$ cat src/rtl/video_dither_pkg.sv
// Shared definitions for the multi-mode video dither stage.
//   dither_mode_e : run-time dither mode select (values match the mode pin)
//   vid_ctrl_t    : sync/blank bundle carried alongside the data pipeline
//   BAYER2        : 2x2 ordered-dither ranks, indexed by {y, x} phase
//   LFSR_TAPS     : Fibonacci tap mask for x^16 + x^14 + x^13 + x^11 + 1
package video_dither_pkg;

  typedef enum logic [1:0] {
    DITHER_TRUNC   = 2'd0,
    DITHER_ORDERED = 2'd1,
    DITHER_LFSR    = 2'd2,
    DITHER_RSVD    = 2'd3
  } dither_mode_e;

  typedef struct packed {
    logic hsync;
    logic vsync;
    logic vid_ena;
  } vid_ctrl_t;

  localparam int unsigned LFSR_W = 16;

  // Bits 15,13,12,10 of the state are the 16,14,13,11 taps.
  localparam logic [LFSR_W-1:0] LFSR_TAPS = 16'hB400;

  localparam logic [1:0] BAYER2 [4] = '{2'd0, 2'd2, 2'd3, 2'd1};

  // One shift of the Fibonacci LFSR; feedback enters at bit 0.
  function automatic logic [LFSR_W-1:0] lfsr_step(input logic [LFSR_W-1:0] s);
    return {s[LFSR_W-2:0], ^(s & LFSR_TAPS)};
  endfunction

endpackage

$ cat src/rtl/video_dither_multi_channel.sv
// dither_channel: second pipeline stage for one colour channel.
// Adds the threshold with one extra bit of headroom, saturates on carry,
// keeps the top OUTBITS and forces zero outside the active window.
//   clk, reset_n : clock, async active-low reset
//   pix_i        : stage-1 registered pixel value (INBITS)
//   thr_i        : stage-1 registered threshold (INBITS)
//   ena_i        : stage-1 registered vid_ena
//   pix_o        : registered dithered output (OUTBITS)
module dither_channel
  import video_dither_pkg::*;
#(
  parameter int unsigned INBITS  = 8,
  parameter int unsigned OUTBITS = 4
) (
  input  logic               clk,
  input  logic               reset_n,
  input  logic [INBITS-1:0]  pix_i,
  input  logic [INBITS-1:0]  thr_i,
  input  logic               ena_i,
  output logic [OUTBITS-1:0] pix_o
);

  localparam int unsigned D = INBITS - OUTBITS;

  logic [INBITS:0]    sum_c;
  logic [INBITS-1:0]  sat_c;
  logic [OUTBITS-1:0] pix_d;
  logic [OUTBITS-1:0] pix_q;

  // Add, clamp to full scale on carry, truncate, blank.
  always_comb begin
    sum_c = {1'b0, pix_i} + {1'b0, thr_i};
    sat_c = sum_c[INBITS] ? '1 : sum_c[INBITS-1:0];
    pix_d = ena_i ? sat_c[INBITS-1:D] : '0;
  end

  always_ff @(posedge clk or negedge reset_n) begin
    if (!reset_n) begin
      pix_q <= '0;
    end else begin
      pix_q <= pix_d;
    end
  end

  assign pix_o = pix_q;

endmodule

$ cat src/rtl/video_dither_multi.sv
// video_dither_multi: reduces INBITS-per-channel RGB to OUTBITS per channel
// with a run-time choice of truncation, frame-rotated 2x2 ordered dither or
// temporal LFSR noise. Two-clock latency on data, syncs and vid_ena.
//   clk, reset_n             : clock, async active-low reset
//   mode                     : 0 truncate, 1 ordered 2x2, 2 LFSR, 3 as 0
//   hsync, vsync, vid_ena    : timing inputs (active high)
//   iRed, iGreen, iBlue      : input pixel (INBITS each)
//   oHsync, oVsync, oVid_ena : timing delayed by two clocks
//   oRed, oGreen, oBlue      : dithered pixel (OUTBITS each), 0 when blanked
// INBITS-OUTBITS must lie in [2, 16]; SEED must be non-zero.
module video_dither_multi
  import video_dither_pkg::*;
#(
  parameter int unsigned       INBITS  = 8,
  parameter int unsigned       OUTBITS = 4,
  parameter logic [LFSR_W-1:0] SEED    = 16'hACE1
) (
  input  logic               clk,
  input  logic               reset_n,
  input  logic [1:0]         mode,
  input  logic               hsync,
  input  logic               vsync,
  input  logic               vid_ena,
  input  logic [INBITS-1:0]  iRed,
  input  logic [INBITS-1:0]  iGreen,
  input  logic [INBITS-1:0]  iBlue,
  output logic               oHsync,
  output logic               oVsync,
  output logic               oVid_ena,
  output logic [OUTBITS-1:0] oRed,
  output logic [OUTBITS-1:0] oGreen,
  output logic [OUTBITS-1:0] oBlue
);

  localparam int unsigned D = INBITS - OUTBITS;

  vid_ctrl_t          ctrl_c;
  vid_ctrl_t          ctrl1_q;
  vid_ctrl_t          ctrl2_q;
  logic               hs_prev_q;
  logic               vs_prev_q;
  logic               hs_rise_c;
  logic               vs_rise_c;
  logic               x_q, x_d;
  logic               y_q, y_d;
  logic [1:0]         frame_q, frame_d;
  logic [1:0]         idx_c;
  logic [LFSR_W-1:0]  lfsr_q, lfsr_d;
  logic [INBITS-1:0]  thr_d, thr_q;
  logic [INBITS-1:0]  red1_q, green1_q, blue1_q;

  // Threshold select and pattern-phase / LFSR next state.
  always_comb begin
    ctrl_c    = '{hsync: hsync, vsync: vsync, vid_ena: vid_ena};
    hs_rise_c = hsync & ~hs_prev_q;
    vs_rise_c = vsync & ~vs_prev_q;
    // Frame bits swap the pattern rows/columns so each pixel sees all four ranks.
    idx_c     = {y_q ^ frame_q[0], x_q ^ frame_q[1]};

    thr_d = '0;
    case (dither_mode_e'(mode))
      DITHER_ORDERED: thr_d = INBITS'(BAYER2[idx_c]) << (D - 2);
      DITHER_LFSR:    thr_d = INBITS'(lfsr_q[D-1:0]);
      default:        thr_d = '0;
    endcase

    x_d = x_q;
    if (hs_rise_c) begin
      x_d = 1'b0;
    end else if (vid_ena) begin
      x_d = ~x_q;
    end

    // vsync rise wins over a coincident hsync rise.
    y_d = y_q;
    if (vs_rise_c) begin
      y_d = 1'b0;
    end else if (hs_rise_c) begin
      y_d = ~y_q;
    end

    frame_d = vs_rise_c ? frame_q + 2'd1 : frame_q;

    // Noise only advances on active pixels so blanking does not consume it.
    lfsr_d = vid_ena ? lfsr_step(lfsr_q) : lfsr_q;
  end

  // Stage 1 data/threshold, timing delay line and phase state.
  always_ff @(posedge clk or negedge reset_n) begin
    if (!reset_n) begin
      ctrl1_q   <= '0;
      ctrl2_q   <= '0;
      hs_prev_q <= 1'b0;
      vs_prev_q <= 1'b0;
      x_q       <= 1'b0;
      y_q       <= 1'b0;
      frame_q   <= '0;
      lfsr_q    <= SEED;
      thr_q     <= '0;
      red1_q    <= '0;
      green1_q  <= '0;
      blue1_q   <= '0;
    end else begin
      ctrl1_q   <= ctrl_c;
      ctrl2_q   <= ctrl1_q;
      hs_prev_q <= hsync;
      vs_prev_q <= vsync;
      x_q       <= x_d;
      y_q       <= y_d;
      frame_q   <= frame_d;
      lfsr_q    <= lfsr_d;
      thr_q     <= thr_d;
      red1_q    <= iRed;
      green1_q  <= iGreen;
      blue1_q   <= iBlue;
    end
  end

  // Stage 2: one add/saturate/truncate path per channel, sharing the threshold.
  dither_channel #(.INBITS(INBITS), .OUTBITS(OUTBITS)) u_red (
    .clk     (clk),
    .reset_n (reset_n),
    .pix_i   (red1_q),
    .thr_i   (thr_q),
    .ena_i   (ctrl1_q.vid_ena),
    .pix_o   (oRed)
  );

  dither_channel #(.INBITS(INBITS), .OUTBITS(OUTBITS)) u_green (
    .clk     (clk),
    .reset_n (reset_n),
    .pix_i   (green1_q),
    .thr_i   (thr_q),
    .ena_i   (ctrl1_q.vid_ena),
    .pix_o   (oGreen)
  );

  dither_channel #(.INBITS(INBITS), .OUTBITS(OUTBITS)) u_blue (
    .clk     (clk),
    .reset_n (reset_n),
    .pix_i   (blue1_q),
    .thr_i   (thr_q),
    .ena_i   (ctrl1_q.vid_ena),
    .pix_o   (oBlue)
  );

  assign oHsync   = ctrl2_q.hsync;
  assign oVsync   = ctrl2_q.vsync;
  assign oVid_ena = ctrl2_q.vid_ena;

endmodule

$ cat config.mk
export PLATFORM = sky130hd
export DESIGN_NAME = video_dither_multi
export DESIGN_NICKNAME = d
export VERILOG_FILES = /design/src/rtl/video_dither_pkg.sv /design/src/rtl/video_dither_multi_channel.sv /design/src/rtl/video_dither_multi.sv
export SDC_FILE = /design/constraint.sdc
export NUM_CORES = 1
export LEC_CHECK = 0
export BUFFER_PORTS_ARGS = -buffer_cell sky130_fd_sc_hd__buf_4
export CAP_MARGIN = 20
export CORE_UTILIZATION = 45
export CTS_CLUSTER_DIAMETER = 30
export CTS_CLUSTER_SIZE = 30
export DETAILED_ROUTE_END_ITERATION = 8
export PLACE_DENSITY = 0.75
export SLEW_MARGIN = 25
export SYNTH_ARGS = -nofsm -noshare
export SYNTH_HDL_FRONTEND = slang
export SYNTH_SLANG_ARGS = --single-unit
export TNS_END_PERCENT = 20
$ cat constraint.sdc
create_clock -name clk -period 1.4 [get_ports clk]
set_input_delay 0.28 -clock clk [delete_from_list [all_inputs] [get_ports clk]]
set_output_delay 0.28 -clock clk [all_outputs]
set_load 0.02 [all_outputs]
[Word-level counts from Yosys, hierarchy flattened]
Cells that the tools add are included.
Operators by class
  add/sub/neg operators: 4
  order comparisons: 1
  reduce and logical (&&, ||, !) cells: 3
  muxes and demuxes: 14
  eq/ne operators: 2
  bitwise operators: 9
Operator list (count)
  8-bit by 4-bit adder with 9-bit output: 3
  8-bit two-way mux: 3
  16-bit XOR reduction: 1
  4-bit two-way mux: 3
  4-bit case mux with 2 select lines: 1
  2-bit binary-select mux with 2-bit select: 1
  1-bit two-way mux: 4
  2-bit two-way mux: 2
  1-bit NOT: 4
  2-bit nonzero test: 2
  3-bit greater-or-equal comparator, second input constant: 1
  2-bit NOT with 3-bit output: 1
  2-bit by 1-bit adder with 2-bit output, second input constant: 1
  1-bit AND: 2
  2-bit by 1-bit == test with 1-bit output, second input constant: 1
  2-bit == test, second input constant: 1
  1-bit XOR: 2
Word-level totals
  word-level logic and storage cells: 50
  output and inout port bits: 15
  flip-flop bits (word level): 66
  bits of input ports: 31

[Depth between registers and ports, before layout]
Gate-level depths: netlist of the first run.
  word-level depth: 6
  mapped depth: 5
  depth with buffers taken out: 5

[By module]
Synthesis of the first run repeated with hierarchy kept, for this count alone.
Unflattened totals
  cells, all modules: 221
  area total of the unflattened synthesis: 2856.5 µm²
Modules (own cells, without submodules)
  video_dither_multi: instances 1, cells each 101, sequential area each 1361.3 µm², area an instance 1756.7 µm²
  dither_channel: instances 3, cells each 40, sequential area each 100.1 µm², area an instance 366.6 µm²

[Worst setup path after synthesis of the first run]
Ideal clock, no wire load.
  path kind: reg-to-reg
  from: reg thr_q[2]
  to: reg u_red.pix_q[1] (netlist: u_red.pix_o[1])
  stages on the path, launching flop included: 6
  arrival: 1243 ps
  clock period less this slack: 1363 ps
  library setup time: 120 ps
  slack: 37 ps
  path buffers: 0
  required time: 1280 ps
  cell sequence: dfrtp_1 ha_1 o21ai_0 a22oi_2 a21oi_1 and3b_1
Between the ends
  cells in the longest elaborated chain, start to end: 3
Ends and longest elaborated chain
  start, declared: line video_dither_multi.sv:49  | logic [INBITS-1:0] thr_d, thr_q;
  start signal, assigned: line video_dither_multi.sv:112  | thr_q <= thr_d;
  8-bit by 4-bit adder with 9-bit output: line video_dither_multi_channel.sv:32  | sum_c = {1'b0, pix_i} + {1'b0, thr_i};
  8-bit two-way mux: line video_dither_multi_channel.sv:33  | sat_c = sum_c[INBITS] ? '1 : sum_c[INBITS-1:0];
  4-bit two-way mux: line video_dither_multi_channel.sv:34  | pix_d = ena_i ? sat_c[INBITS-1:D] : '0;
  net u_red.pix_d[1]: line video_dither_multi_channel.sv:27  | logic [OUTBITS-1:0] pix_d;
  end signal, assigned: line video_dither_multi_channel.sv:41  | pix_q <= pix_d;
  end, declared: line video_dither_multi_channel.sv:28  | logic [OUTBITS-1:0] pix_q;
The timed path passes the listed nets, and every way through them passes these cells.
A chain may end at the register's enable or synchronous reset.

[Worst setup path in the final report of the first run]
  from: reg thr_q[1]
  to: reg u_green.pix_q[1] (netlist: u_green.pix_o[1])
Between the ends
  cells in the longest elaborated chain, start to end: 3
Ends and longest elaborated chain (line)
  8-bit by 4-bit adder with 9-bit output: video_dither_multi_channel.sv:32
  8-bit two-way mux: video_dither_multi_channel.sv:33
  4-bit two-way mux: video_dither_multi_channel.sv:34
  net u_green.pix_d[1]: video_dither_multi_channel.sv:27
  end signal, assigned: video_dither_multi_channel.sv:41
  end, declared: video_dither_multi_channel.sv:28
The timed path passes the listed nets, and every way through them passes these cells.

==> results.yml, run 1 <==
logic_synthesis:
  synth_seq_cells: 66
  yosysSeqAreaShare: 0.664
  synth_area_per_cell_sq_um: 14.1
  synth-async-reset-ratio: 1.00
  syn_area_sq_mm: 0.00250
  syn-num-nets: 219
  syn_inst: 177
  synthTopCellsByArea: "dfrtp_1 58%, dfstp_2 8.4%, mux2_2 6.7%"
  synth_top_area_frac: 0.580
  synth_cell_type_count: 32
  synth_warnings: 0
  synth_area_leader_cell: "dfrtp_1"
  synth_flop_cell: "dfrtp_1"
  synth_edf_count: 0
timing:
  worst_slew_pin_slew_ns: 0.407
  maxSlewHeadroom: 0.728
  setup_slack_ns: -0.146
  final_hold_viol_count: 0
  min_period_ns: 1.55
  timing.hold.ws_ns: 0.0548
  fin_crit_sh: 1.10
  setup-violations-final: 12
  fmax_ghz: 0.647
  finalSetupTns_ns: -1.04
  grt_setup_unrepaired: "true"
  drv_slew: 0
  fin_skew_ns: 0.00729
die:
  die_area_sq_mm: 0.00587
  start_util: 0.478
  coreArea_sq_mm: 0.00524
  die_height_um: 76.6
  pin_count: 46
  core.rowCount: 26
  die_x_um: 76.6
cells_and_area:
  nNetsFinal: 282
  antenna_cells: 0
  stdcell_area_sq_mm: 0.00321
  syn_to_final_growth_pct: 28.2
  drive_above_1_share: 0.433
critical_path:
  startpoint: "thr_q[1]"
  worst-endpoint-required_ns: 1.61
  path_max_fanout: 5
  cp_num_buf_inv: 0
  cpPeakStageDelay_ns: 0.45
  r2r_start: "thr_q[1]"
  path_delay_family: "flip-flops"
  worstSetupEndpointType: "flip-flop"
  critPathArrivalTime_ns: 1.76
  critical_path_class: "flip-flop to flip-flop"
  crit_path_start_kind: "flip-flop"
  slowest_stage: "dfrtp_2"
  path_cells: "ha_1, nand3_1, a22oi_2, nand4_1, and3b_1"
global_route:
  antenna_found_initial: 0
  grt_max_degree: 34
  track_usage: 0.163
  grt_pass1_wl_mm: 7.16
  overflow: 0
  grt_pass1_vias: 1589
routing:
  drc_errors: 0
  wl_mm: 4.19
  viasPerCell: 4.83
  ant_nets: 0
  post_drt_wl_per_cell_um: 13.3
  num_vias: 1520
  drtIter0Drc: 70
  dr.pass1.iters: 4
pwr:
  switching_power_uw: 1330
  total_leakage_power_uw: 0.00148
  irDropWorstVdd_mv: 0.728
  comb_power_share: 0.206
  switching_share: 0.267
  p_int_uw: 3640
  p_clk_frac: 0.265
  seqPwrFrac: 0.529
  power_density_mw_per_mm2: 1550
cts:
  worstSkewPairLatency_ns: 0.33
  numCtsBuffers: 9
  cts_tree: "built"
  numClockSinks: 66
  cts.path.max_buffers: 2
  cts-root-buf: "clkbuf_8"
  htree_levels: 3
  cts.clk_slew.worst_paths_ns: 0.06
placement:
  place_hpwl_mm: 2.90
  place.gp.congestion: 0.767
  place_ws_ns: -0.0657
  dpl_cell_area_sq_mm: 0.00296
  port_buffers: 45
min_path:
  hold_path_class: "input pin to flip-flop"
  min_from: "iBlue[2]"
run:
  cap_violations: 0
status:
  violations: "negative setup slack"
  status: "finished, violations left"
[placed cells by master (no fill, tap or decap), drive strengths merged, types with 6 or more instances in the layout]
master,Yosys,routed
xnor2,8,8
nand3,8,8
clkbuf,1,13
inv,8,8
ha,11,11
mux2,15,15
nor2,6,6
buf,2,54
o21ai,10,10
dfstp,8,8
nand2,8,8
dfrtp,58,58
[final cells by class]
class | instances | area (sq um)
fillers | 434 | 2030
flip-flops and latches | 66 | 1660
multi-input cells | 100 | 851
repair buffers | 55 | 415
clock buffers | 13 | 149
well taps | 70 | 87.6
inverters | 8 | 30.0
clock inverters | 3 | 15.0
[worst paths after layout]
kind / slack (ns) / endpoint / cells after the start
setup / recovery: -0.15 / u_green.pix_o[1] / 5
hold / removal: 0.05 / blue1_q[2] / 1
max in group asynchronous: 0.51 / blue1_q[1] / 3
min in group asynchronous: 0.42 / blue1_q[4] / 2
hold reg to reg: 0.38 / oVsync / 0
setup reg to reg: -0.15 / u_green.pix_o[1] / 5
[layer usage]
layer | part of all wire | wire length [um] | GRT usage
met5 | 0 | 0 | 0
met4 | 0.024 | 101 | 0.0981
met3 | 0.040 | 167 | 0.0371
met2 | 0.51 | 2120 | 0.264
met1 | 0.43 | 1800 | 0.199
[stage by stage]
step | total power [uW] | instances | util
6_report | 4970 | 315 | 0.613
4_1_cts | 4970 | 312 | 0.599
3_3_place_gp | 3570 | 295 | 0.565
2_1_floorplan | 3300 | 177 | -
3_5_place_dp | 3630 | 295 | 0.565
5_1_grt | 5270 | 315 | 0.613
[state kept, by name, summed over array words and instances, names as in the netlist]
signal and cells:
y_q 1, u_blue.pix_o 4, green1_q 8, u_red.pix_o 4
thr_q 4, u_green.pix_o 4, frame_q 2, oVid_ena 1
x_q 1, ctrl1_q 1, blue1_q 8, red1_q 8
vs_prev_q 1, oVsync 1, hs_prev_q 1, lfsr_q 16
oHsync 1
[kinds of logic (layout without fill, tap and decap cells)]
group | count (synthesis) | after routing | share of synthesized area
simple gates | 36 | 36 | 0.0800
flops | 66 | 66 | 0.664
fa+ha+maj | 11 | 11 | 0.0550
xor+xnor | 10 | 10 | 0.0350
buf+inv | 11 | 79 | 0.0185
mux | 17 | 17 | 0.0755
compound gates | 26 | 26 | 0.0725
[cells in the mapped netlist, types with 3 or more instances]
cell / count
dfrtp_1: 58
mux2_2: 15
ha_1: 11
o21ai_0: 9
dfstp_2: 8
inv_1: 8
nand2_1: 8
xnor2_1: 8
nor2_1: 6
nand3_1: 5
a21oi_1: 4
a31oi_1: 4
nand3_2: 3
nor2b_1: 3
nor3_1: 3
[timing repair]
| action | CTS | global route |
|---|---|---|
| hold buffers | 1 | 0 |
| pin swaps | 3 | 10 |
| endpoints found under the hold margin | 19 | 0 |
| endpoints found under the setup margin | 12 | 12 |
| buffers inserted | 0 | 3 |
| resized for setup | 3 | 11 |
[power groups by stage]
stage | Sequential [uW] | Combinational, uW | Clock [uW]
2_1_floorplan | 2620 | 673 | 0
3_3_place_gp | 2640 | 929 | 0
3_5_place_dp | 2650 | 972 | 0
4_1_cts | 2630 | 984 | 1360
5_1_grt | 2690 | 1130 | 1460
6_report | 2630 | 1020 | 1320
Note: power is estimated with default switching activity, not from simulation.
==> run 2, diff against run 1 <==
--- a/config.mk
+++ b/config.mk
@@ -7,11 +7,11 @@
 export LEC_CHECK = 0
 export BUFFER_PORTS_ARGS = -buffer_cell sky130_fd_sc_hd__buf_4
 export CAP_MARGIN = 20
-export CORE_UTILIZATION = 45
+export CORE_UTILIZATION = 40
 export CTS_CLUSTER_DIAMETER = 30
 export CTS_CLUSTER_SIZE = 30
 export DETAILED_ROUTE_END_ITERATION = 8
-export PLACE_DENSITY = 0.75
+export PLACE_DENSITY = 0.69
 export SLEW_MARGIN = 25
 export SYNTH_ARGS = -nofsm -noshare
 export SYNTH_HDL_FRONTEND = slang
==> results.yml, run 2 (synthesized netlist as in run 1, its figures left out) <==
status:
  status: "finished, violations left"
  violations: "negative setup slack"
die:
  die_height_um: 81.1
  core.rowCount: 28
  coreArea_sq_mm: 0.00599
  start_util: 0.418
  die_area_sq_mm: 0.00658
  die_x_um: 81.1
  pin_count: 46
run:
  cap_violations: 0
critical_path:
  critPathCapture: "u_red.pix_o[1]"
  r2r_start: "thr_q[1]"
  cpPeakStageDelay_ns: 0.41
  reg2reg_depth: 5
  critPathArrivalTime_ns: 1.71
  crit_path_start_kind: "flip-flop"
  path_max_fanout: 5
  startpoint: "thr_q[1]"
  cp.depth: 5
  worst-endpoint-required_ns: 1.62
  path_delay_family: "flip-flops"
  worstSetupEndpointType: "flip-flop"
  rr_endpoint: "u_red.pix_o[1]"
  r2r_setup_slack_ns: -0.09
  critical_path_class: "flip-flop to flip-flop"
  path_cells: "ha_1, nand3_1, a22oi_2, nand4_1, and3b_1"
  cp_num_buf_inv: 0
  slowest_stage: "dfrtp_1"
global_route:
  antenna_found_initial: 0
  grt_pass1_vias: 1585
  grt_pass1_wl_mm: 7.24
  grt_max_degree: 30
  track_usage: 0.156
  overflow: 0
pwr:
  total_leakage_power_uw: 0.00147
  power_density_mw_per_mm2: 1600
  irDropWorstVdd_mv: 1.03
routing:
  num_vias: 1543
  viasPerCell: 4.88
  drc_errors: 0
  post_drt_wl_per_cell_um: 13.7
  drtIter0Drc: 59
  ant_nets: 0
  wl_mm: 4.34
  dr.pass1.iters: 4
cells_and_area:
  final_cell_mix: "58 x dfrtp_1, 49 x buf_4, 15 x mux2_2"
  largest_register_ffs: 16
  syn_to_final_growth_pct: 26.8
  largest_register: "lfsr_q"
  final_common_cell: "dfrtp_1"
  drive_above_1_share: 0.402
  stdcell_area_sq_mm: 0.00317
  nNetsFinal: 278
  fin_cells: 316
  post-route-util: 0.530
  antenna_cells: 0
  fillers: 510
cts:
  cts-root-buf: "clkbuf_8"
  numCtsBuffers: 9
  numClockSinks: 66
  cts.clk_slew.worst_paths_ns: 0.06
  cts.path.max_buffers: 2
  worstSkewPairLatency_ns: 0.33
  htree_levels: 3
  cts_tree: "built"
timing:
  final_hold_viol_count: 0
  min_period_ns: 1.49
  timing.hold.ws_ns: 0.0532
  maxSlewHeadroom: 0.740
  setup_slack_ns: -0.0889
  fin_skew_ns: 0.00216
  grt_setup_unrepaired: "true"
  fin_crit_sh: 1.06
  drv_slew: 0
  worst_slew_pin_slew_ns: 0.391
  fmax_ghz: 0.672
  setup-violations-final: 11
placement:
  place.gp.congestion: 0.739
  port_buffers: 45
  dp.cells: 297
  place_hpwl_mm: 3.03
  dpl_cell_area_sq_mm: 0.00295
  place_ws_ns: -0.0930
min_path:
  hold_path_class: "input pin to flip-flop"
-- run 2: worst min path at each step --
stage                     startpoint          to  slack (ns)  cells past startpoint
after floorplan              reset_n  blue1_q[0]       -0.02                      0
after global placement       reset_n   red1_q[3]        0.24                      1
after detailed placement     reset_n   red1_q[3]        0.24                      1
after CTS                   iBlue[1]  blue1_q[1]        0.04                      1
after global routing        iBlue[1]  blue1_q[1]        0.03                      1
final                        iRed[6]   red1_q[6]        0.05                      1
-- run 2: per-layer routing --
metal / up-vias / routed length, um / GRT usage
li1: 733 / - / -
met1: 752 / 1840 / 0.172
met2: 51 / 2180 / 0.262
met3: 7 / 261 / 0.0719
met4: 0 / 61 / 0.0536
met5: - / 0 / 0
-- run 2: through the flow --
stage,power (uW),TNS [ns]
after detailed placement,3610,-0.577
after global routing,5410,-1.79
after CTS,5140,-0.783
after floorplan,3300,0
final,5070,-0.530
after global placement,3580,-0.228
-- run 2: area by class of cell --
class | count | area (sq um) | share of cell area
timing repair buffer | 51 | 398 | 0.125
tap | 75 | 93.8 | 0.0296
inverter | 8 | 30.0 | 0.00946
clock buffer | 13 | 139 | 0.0438
clock inverter | 3 | 40.0 | 0.0126
multi-input combinational | 100 | 812 | 0.256
sequential | 66 | 1660 | 0.523
-- run 2: what timing repair did --
item	CTS	global route
endpoints found under the hold margin	18	0
resized for setup	5	1
pin swaps	5	3
hold buffers	1	0
buffers inserted	2	0
setup endpoints to repair	12	12
-- run 2: report_power, final --
part           internal, uW  total (uW)  switching [uW]
combinational           568         979             411
clock                   820        1470             650
sequential             2370        2620             251
==> run 3, diff against run 2 <==
--- a/config.mk
+++ b/config.mk
@@ -11,7 +11,7 @@
 export CTS_CLUSTER_DIAMETER = 30
 export CTS_CLUSTER_SIZE = 30
 export DETAILED_ROUTE_END_ITERATION = 8
-export PLACE_DENSITY = 0.69
+export PLACE_DENSITY = 0.67
 export SLEW_MARGIN = 25
 export SYNTH_ARGS = -nofsm -noshare
 export SYNTH_HDL_FRONTEND = slang
==> constraint.sdc (replaced) <==
create_clock -name clk -period 1.75 [get_ports clk]
set_input_delay 0.35 -clock clk [delete_from_list [all_inputs] [get_ports clk]]
set_output_delay 0.35 -clock clk [all_outputs]
set_load 0.02 [all_outputs]
==> results.yml, run 3 (synthesized netlist as in run 1, its figures left out) <==
status:
  status: "completed"
routing:
  wl_mm: 3.99
  ant_nets: 0
  viasPerCell: 4.79
  drtIter0Drc: 53
  post_drt_wl_per_cell_um: 12.8
  drc_errors: 0
  num_vias: 1496
  dr.pass1.iters: 4
cts:
  cts-root-buf: "clkbuf_8"
  cts.path.max_buffers: 2
  cts_resized: 0
  hold_buffers: 1
  postCtsSetupRepairBufs: 0
  numClockSinks: 66
  cts_tree: "built"
  worstSkewPairLatency_ns: 0.33
  htree_levels: 3
  numCtsBuffers: 9
  cts.clk_slew.worst_paths_ns: 0.06
die:
  pin_count: 46
  die_x_um: 81.1
  start_util: 0.418
  core.rowCount: 28
  die_area_sq_mm: 0.00658
  coreArea_sq_mm: 0.00599
  die_height_um: 81.1
timing:
  finalSetupTns_ns: 0
  setup-violations-final: 0
  fmax_ghz: 0.680
  fin_crit_sh: 0.840
  setup_slack_ns: 0.280
  min_period_ns: 1.47
  worst_slew_pin_slew_ns: 0.361
  final_hold_viol_count: 0
  fin_skew_ns: 0.00499
  maxSlewHeadroom: 0.759
  grt_setup_unrepaired: "false"
  drv_slew: 0
pwr:
  irDropWorstVdd_mv: 0.622
  switching_power_uw: 1050
  seqPwrFrac: 0.534
  total_leakage_power_uw: 0.00144
  switching_share: 0.267
  comb_power_share: 0.193
  p_clk_frac: 0.273
  p_int_uw: 2880
  power_density_mw_per_mm2: 1260
placement:
  place_hpwl_mm: 2.79
  place_ws_ns: 0.277
  port_buffers: 45
  dpl_cell_area_sq_mm: 0.00294
  place.gp.congestion: 0.706
global_route:
  grt_pass1_wl_mm: 6.79
  track_usage: 0.146
  antenna_found_initial: 0
  grt_max_degree: 43
  overflow: 0
  grt_pass1_vias: 1539
critical_path:
  critical_path_class: "flip-flop to flip-flop"
  path_max_fanout: 5
  r2r_setup_slack_ns: 0.28
  critPathArrivalTime_ns: 1.69
  worst-endpoint-required_ns: 1.97
  crit_path_start_kind: "flip-flop"
  worstSetupEndpointType: "flip-flop"
cells_and_area:
  stdcell_area_sq_mm: 0.00311
  syn_to_final_growth_pct: 24.3
  final_common_cell: "dfrtp_1"
  largest_register: "lfsr_q"
  fillers: 534
  largest_register_ffs: 16
  nNetsFinal: 274
  drive_above_1_share: 0.380
  antenna_cells: 0
  final_cell_mix: "58 x dfrtp_1, 45 x buf_4, 15 x mux2_2"
  post-route-util: 0.520
run:
  cap_violations: 0
min_path:
  hold_path_class: "input pin to flip-flop"
==> run 3: layout make-up <==
cell class	instances	area, sq um	share of cell area
multi-input cells	100	796	0.256
clock buffers	13	149	0.0478
inverters	8	30.0	0.00965
flip-flops and latches	66	1660	0.534
well taps	75	93.8	0.0301
repair buffers	47	368	0.118
clock inverters	3	15.0	0.00482
==> run 3: stage by stage <==
step | instances | power (uW) | hold slack, ns
after floorplan | 177 | 2640 | 0.0544
after global placement | 295 | 2860 | 0.272
after detailed placement | 295 | 2900 | 0.284
after CTS | 312 | 4000 | 0.0995
after global routing | 312 | 4180 | 0.0882
final | 312 | 3920 | 0.120
==> run 3: power by group through the flow <==
stage | logic (uW) | registers [uW] | clock network [uW]
floorplan | 539 | 2100 | 0
global placement | 743 | 2110 | 0
detailed placement | 776 | 2120 | 0
CTS | 780 | 2100 | 1120
global route | 855 | 2140 | 1190
finish | 759 | 2100 | 1070
==> run 3: routing by layer <==
metal,share of wire,track usage,vias up
met2,0.47,0.224,42
met3,0.068,0.0787,8
met4,0.016,0.0589,0
met1,0.44,0.169,722
met5,0,0,-
li1,-,-,724
==> run 3: worst max-delay path: stages, from the launching register on <==
cell	delay [ns]
dfrtp_1	0.42
ha_1	0.29
nand3_1	0.09
a22oi_2	0.28
nand4_1	0.11
and3b_1	0.17
==> run 3: path summary, 6_finish.rpt <==
kind	start	endpoint	cells past startpoint
setup / recovery	thr_q[1]	u_green.pix_o[1]	5
hold / removal	iGreen[2]	green1_q[2]	1
setup reg to reg	thr_q[1]	u_green.pix_o[1]	5
hold reg to reg	vs_prev_q	oVsync	0
max in group asynchronous	reset_n	lfsr_q[0]	3
min in group asynchronous	reset_n	green1_q[2]	2
